File: config.mk
export PLATFORM = sky130hd
export DESIGN_NAME = s13207_sel_pipe
export DESIGN_NICKNAME = d
export VERILOG_FILES = /design/src/rtl/s13207_sel_pipe.sv
export SDC_FILE = /design/constraint.sdc
export NUM_CORES = 1
export LEC_CHECK = 0
export CAP_MARGIN = 20
export CORE_MARGIN = 2
export CORE_UTILIZATION = 40
export DETAILED_ROUTE_END_ITERATION = 6
export GPL_TIMING_DRIVEN = 0
export PLACE_DENSITY = 0.81
export SYNTH_ARGS = -nofsm -noshare
export SYNTH_HDL_FRONTEND = slang
export SYNTH_SLANG_ARGS = --single-unit
File: constraint.sdc
create_clock -name CK -period 5.89 [get_ports CK]
set_input_delay 0.8835 -clock CK [delete_from_list [all_inputs] [get_ports CK]]
set_output_delay 0.8835 -clock CK [all_outputs]
set_load 0.01 [all_outputs]
File: src/rtl/s13207_sel_pipe.sv
// Two-stage qualified bank-select pipe with valid/ready output handshake,
// active-low force-high and saturating hit/miss observation counters.
module s13207_sel_pipe #(
  parameter int                 SEL_W   = 4,
  parameter int                 DATA_W  = 1,
  parameter int                 MODE_W  = 4,
  parameter logic [DATA_W-1:0]  DEFAULT = '1,
  parameter int                 CNT_W   = 8
) (
  input  logic                        CK,
  input  logic                        RST,
  input  logic                        in_valid,
  output logic                        in_ready,
  input  logic [SEL_W-1:0]            sel,
  input  logic [MODE_W-1:0]           mode,
  input  logic [4:0]                  gate,
  input  logic                        force_n,
  input  logic [DATA_W*(2**SEL_W)-1:0] bank_a,
  input  logic [DATA_W*(2**SEL_W)-1:0] bank_b,
  output logic                        out_valid,
  input  logic                        out_ready,
  output logic [DATA_W-1:0]           out_data,
  output logic                        out_hit,
  output logic [CNT_W-1:0]            hit_cnt,
  output logic [CNT_W-1:0]            miss_cnt
);

  localparam logic [CNT_W-1:0] CNT_MAX = '1;

  logic                 w_stall;
  logic                 w_accept;
  logic                 w_gate_ok;
  logic                 w_mode_a;
  logic                 w_mode_b;
  logic                 w_hit;
  logic [DATA_W-1:0]    w_word_a;
  logic [DATA_W-1:0]    w_word_b;
  logic [DATA_W-1:0]    w_word;

  logic                 r_s1_valid;
  logic [DATA_W-1:0]    r_s1_word;
  logic                 r_s1_hit;
  logic                 r_s1_force_n;
  logic                 r_out_valid;
  logic [DATA_W-1:0]    r_out_data;
  logic                 r_out_hit;
  logic [CNT_W-1:0]     r_hit_cnt;
  logic [CNT_W-1:0]     r_miss_cnt;

  assign w_stall  = r_out_valid & ~out_ready;
  assign in_ready = ~RST & ~w_stall;
  assign w_accept = in_valid & in_ready;

  // Only g44 may be set; any of g55/g42/g45/g41 disqualifies the request.
  assign w_gate_ok = gate[0] & ~|gate[4:1];
  assign w_mode_b  = (mode == '0);
  assign w_mode_a  = (mode == MODE_W'(1));
  assign w_hit     = w_gate_ok & (w_mode_a | w_mode_b);

  assign w_word_a = bank_a[int'(sel)*DATA_W +: DATA_W];
  assign w_word_b = bank_b[int'(sel)*DATA_W +: DATA_W];
  assign w_word   = !w_hit   ? DEFAULT  :
                    w_mode_a ? w_word_a : w_word_b;

  always_ff @(posedge CK) begin
    if (RST) begin
      r_s1_valid   <= 1'b0;
      r_s1_word    <= DEFAULT;
      r_s1_hit     <= 1'b0;
      r_s1_force_n <= 1'b1;
    end else if (!w_stall) begin
      r_s1_valid <= w_accept;
      if (w_accept) begin
        r_s1_word    <= w_word;
        r_s1_hit     <= w_hit;
        r_s1_force_n <= force_n;
      end
    end
  end

  // A stage-1 bubble clears out_valid but keeps the last presented word.
  always_ff @(posedge CK) begin
    if (RST) begin
      r_out_valid <= 1'b0;
      r_out_data  <= DEFAULT;
      r_out_hit   <= 1'b0;
    end else if (!w_stall) begin
      r_out_valid <= r_s1_valid;
      if (r_s1_valid) begin
        r_out_data <= r_s1_force_n ? r_s1_word : '1;
        r_out_hit  <= r_s1_hit & r_s1_force_n;
      end
    end
  end

  always_ff @(posedge CK) begin
    if (RST) begin
      r_hit_cnt  <= '0;
      r_miss_cnt <= '0;
    end else if (w_accept) begin
      if (w_hit) begin
        if (r_hit_cnt != CNT_MAX) r_hit_cnt <= r_hit_cnt + CNT_W'(1);
      end else begin
        if (r_miss_cnt != CNT_MAX) r_miss_cnt <= r_miss_cnt + CNT_W'(1);
      end
    end
  end

  assign out_valid = r_out_valid;
  assign out_data  = r_out_data;
  assign out_hit   = r_out_hit;
  assign hit_cnt   = r_hit_cnt;
  assign miss_cnt  = r_miss_cnt;

endmodule
* Yosys cells after proc, flatten, opt, wreduce, memory -nomap -nowiden *
Index checks and enable logic that the tools add are counted.

word-level totals
  register bits after elaboration = 23
  input port bits = 50
  word-level logic and storage cells = 37
  output and inout bits = 20

cells by class
  eq/ne operators = 3
  mux-type cells = 3
  add/subtract/negate cells = 2
  shifts and indexed selects = 2
  bitwise logic cells = 11
  reductions and logical operators = 7

operator list
  cell                   number
  $shiftx A16 B5 Y1      2
  $add A8 B1 Y8 const B  2
  $ne A8 B8 Y1 const B   2
  $and A1 B1 Y1          6
  $reduce_and A3 Y1      2
  $eq A4 B1 Y1 const B   1
  $logic_not A4 Y1       1
  $not A1 Y1             4
  $reduce_and A2 Y1      2
  $reduce_or A4 Y1       1
  $mux W1                3
  $logic_not A1 Y1       1
  $or A1 B1 Y1           1

* Depth between registers and ports, before layout *
  depth after elaboration = 6
  gate-level depth with buffers = 7
  depth with buffers taken out = 6

* Worst setup path before layout *
Ideal clock, no wire load.

  path kind = input-to-reg
  from = input port mode[1]
  to = register r_s1_word
  setup slack = 3.210 ns
  arrival = 2.553 ns
  cell stages on the path = 6
  path buffers = 1
  data required time = 5.763 ns
  path through = nor4b_1 > buf_4 > mux4_2 > a22oi_1 > a41oi_1 > or3_1

on the way
  word-level cells in the longest chain between the ends = 4
  elaborated cells on any way between the ends = 6
  classes of those cells = eq/ne: 1; mux: 2; bitwise: 2; reduce/logical: 1

ends and longest elaborated chain
  element                                           RTL line  RTL
  from (decl)                                       15        input logic [MODE_W-1:0] mode,
  $eq A4 B1 Y1 or $logic_not A4 Y1 (tied branches)  57, 56
  $or A1 B1 Y1                                      58        assign w_hit = w_gate_ok & (w_mode_a | w_mode_b);
  $and A1 B1 Y1                                     58
  $mux W1 (*)                                       62        assign w_word = !w_hit ? DEFAULT :
  to (signal assigned)                              74        r_s1_word <= w_word;
  to (decl)                                         41        logic [DATA_W-1:0] r_s1_word;

Every way passes the cells marked *; elsewhere a longest branch is shown, timed or not.
A chain may end at the register's enable or synchronous reset.

* Final worst setup path *
  from = input port RST
  to = output port in_ready

on the way
  word-level cells in the longest chain between the ends = 2

ends and longest elaborated chain
  element        RTL line  RTL
  from (decl)    11        input logic RST,
  $not A1 Y1     51        assign in_ready = ~RST & ~w_stall;
  $and A1 B1 Y1  51
  to (decl)      13        output logic in_ready,

No other way between the ends.

==> summary.md <==
| Metric | Value |
|---|---|
| Worst hold stages | `2` |
| Number of I/O port buffers | `69` |
| Netlist cell types | `37` |
| Hold Buf Count CTS | `0` |
| Mapped Cells | `144` |
| Reg2reg start | `out_valid$_SDFFE_PP0N_` |
| Initial antenna violation count | `0` |
| Pwr/cell area | `142 nW/um2` |
| Clk pin slew, worst setup/hold paths | `0.12 ns` |
| CTS buffer count | `3` |
| Yosys reg bits | `23` |
| Fmax achieved | `304 MHz` |
| Reg2reg setup slack | `3.92 ns` |
| All-Layer GR Usage | `0.176` |
| Worst Setup End Kind | `primary output` |
| Worst Path Required | `5.01 ns` |
| Final Max Tran Viols | `0` |
| Initial drt markers | `108` |
| Vias in the first global route | `1289` |
| Number of H-tree levels | `1` |
| Outcome | `finished, final reports clean` |
| Drt via density | `5.59` |
| Worst Path Arrival | `2.41 ns` |
| WL per Instance | `12.9 um` |
| GPL Wtd Cong | `0.811` |
| Yosys warns | `0` |
| Grt ovf | `0` |
| P_leak | `0.708 nW` |
| Maximum capacitance violations | `0` |
| Area share of the largest cell type after synthesis | `0.342` |
| Die area | `3840 um2` |
| Longest Clk Path Bufs | `2` |
| RSZ-0062 raised after global routing | `false` |
| Initial Util | `0.410` |
| Place WS | `2.60 ns` |
| Syn_nets | `196` |
| Cell area after synthesis | `1350 um2` |
| Post-DRT Antenna Nets | `0` |
| Sequential share of the synthesized area | `0.342` |
| DP HPWL | `2.71 mm` |
| Slew headroom | `0.685` |
| Startpoint Class | `primary input` |
| Largest net degree at the start of global routing | `14` |
| Worst-skew pair later-pin latency | `0.32 ns` |
| Final core utilization | `0.646` |
| VDD IR max | `0.0702 mV` |
| Fin Clk Skew | `0.00368 ns` |
| First-pass GRT wire length | `5.18 mm` |
| Worst hold start | `out_hit$_SDFFE_PP0P_` |
| Die X | `62.0 um` |
| N_diodes | `0` |
| Final wirelength | `3.38 mm` |
| # nets final | `270` |
| CTS Sinks | `23` |
| Final setup TNS | `0 ns` |
| RR Endpoint | `hit_cnt[5]$_SDFFE_PP0P_` |
| Area growth, synth to finish | `57.7%` |
| Resize count post-CTS | `0` |
| Final hold vios | `0` |
| Drt drc | `0` |
| Setup violators final | `0` |
| Worst Tran Pin Value | `0.473 ns` |
| Hold path endpoint | `out_hit$_SDFFE_PP0P_` |
| Mean Syn Cell Area | `9.34 um2` |
| Largest cells by area after synthesis | `dfxtp_1, mux4_2, mux2i_1` |
| Ports | `70` |
| TritonCTS clock tree | `built` |
| Root cell of the clock tree | `clkbuf_4` |
| Core Area | `3280 um2` |
| Worst Setup Path Type | `in -> out` |
| Total number of vias | `1469` |
| Cell Rows | `21` |
| Post-synth top area cell | `dfxtp_1` |
| R2R depth | `6` |
| Period utilisation layout | `0.559` |
| Fin crit period | `3.29 ns` |
| Layout cells sized above 1 | `0.0922` |
| Router iterations before antenna repair | `4` |
| DIE HEIGHT | `62.0 um` |
| Post-CTS setup repair buffer count | `0` |
| Crit path max fanout | `10` |
| Worst Setup Slack, final | `2.60 ns` |
| Total power | `0.301 mW` |
| Worst Hold Class | `reg -> reg` |
worst max-delay path by stage:
stage               startpoint                     end  slack [ns]  depth (start not counted)
CTS                        RST                in_ready        2.60                          4
floorplan              mode[1]  r_s1_word$_SDFFE_PP1P_        3.21                          6
global route               RST                in_ready        2.52                          4
detailed placement         RST                in_ready        2.60                          4
finish                     RST                in_ready        2.60                          4
global placement           RST                in_ready        2.58                          4
power breakdown:
part,leakage (nW),internal [mW],switching [mW]
combinational,0.504,0.0449,0.0207
clock,0.0177,0.0254,0.0492
sequential,0.186,0.158,0.00224
logic make-up (layout without fill, tap and decap cells):
group	after synthesis	count (layout)	share of synthesized area
adders and majority gates	2	2	0.0186
xor gates and xnor gates	5	5	0.0326
DFF	23	23	0.342
AOI/OAI and AO/OA	26	26	0.126
buffers and inverters	11	84	0.0447
and+or+nand+nor	64	64	0.274
muxes	13	13	0.162
layout by cell type (no fill, tap or decap), types with 5 or more instances in the layout:
| cell type | synthesis | layout |
|---|---|---|
| mux4_2 | 7 | 7 |
| nand3_1 | 7 | 7 |
| mux2i_1 | 6 | 6 |
| nand2_1 | 10 | 10 |
| inv_1 | 5 | 5 |
| or3_1 | 5 | 5 |
| o31ai_1 | 5 | 5 |
| or4_1 | 5 | 5 |
| nor2_1 | 12 | 12 |
| clkdlybuf4s50_1 | 0 | 69 |
| a21oi_1 | 10 | 10 |
| dfxtp_1 | 23 | 23 |
worst max-delay path: stages:
cell             delay (ns)
clkdlybuf4s50_1        0.53
clkbuf_1               0.40
nor2_1                 0.10
clkdlybuf4s50_1        0.49
Yosys cell counts (all sizes together):
cell type / number
a211oi: 1
a21oi: 10
a22oi: 1
a31o: 1
a41oi: 1
and3: 2
and3b: 1
buf: 3
clkbuf: 3
dfxtp: 23
ha: 2
inv: 5
mux2i: 6
mux4: 7
nand2: 10
nand3: 9
nand4: 4
nand4b: 1
nor2: 12
nor2b: 1
nor3: 3
nor3b: 2
nor4: 4
nor4b: 3
o21ai: 4
o311a: 1
o311ai: 1
o31ai: 5
o41ai: 1
or2b: 1
or3: 6
or4: 5
xnor2: 2
xor2: 3
layer usage:
layer  global-route usage  wire (um)
met1                0.214       1360
met2                0.301       1620
met3               0.0393        347
met4               0.0699         57
met5                    0          0
flip-flops by register name, summed over array words and instances (netlist names):
name          count
r_s1_force_n      1
out_valid         1
r_s1_word         1
hit_cnt           8
miss_cnt          8
out_hit           1
out_data          1
r_s1_hit          1
r_s1_valid        1
area by class of cell:
class                   count  area (um2)
clock buffers               3        22.5
plain buffers               6        41.3
well taps                  46        57.6
clock inverters             1        5.00
repair buffers             69         691
multi-input cells         110         825
inverters                   5        18.8
flip-flops and latches     23         460
fillers                   274        1160
per-stage QoR:
stage	area (um2)	cells	hold WS, ns
4_1_cts	2120	263	0.477
3_5_place_dp	2090	259	0.458
5_1_grt	2120	263	0.496
6_report	2120	263	0.478
2_1_floorplan	1350	144	0.437
3_3_place_gp	2090	259	0.453
Power figures use the tool's default switching activity.
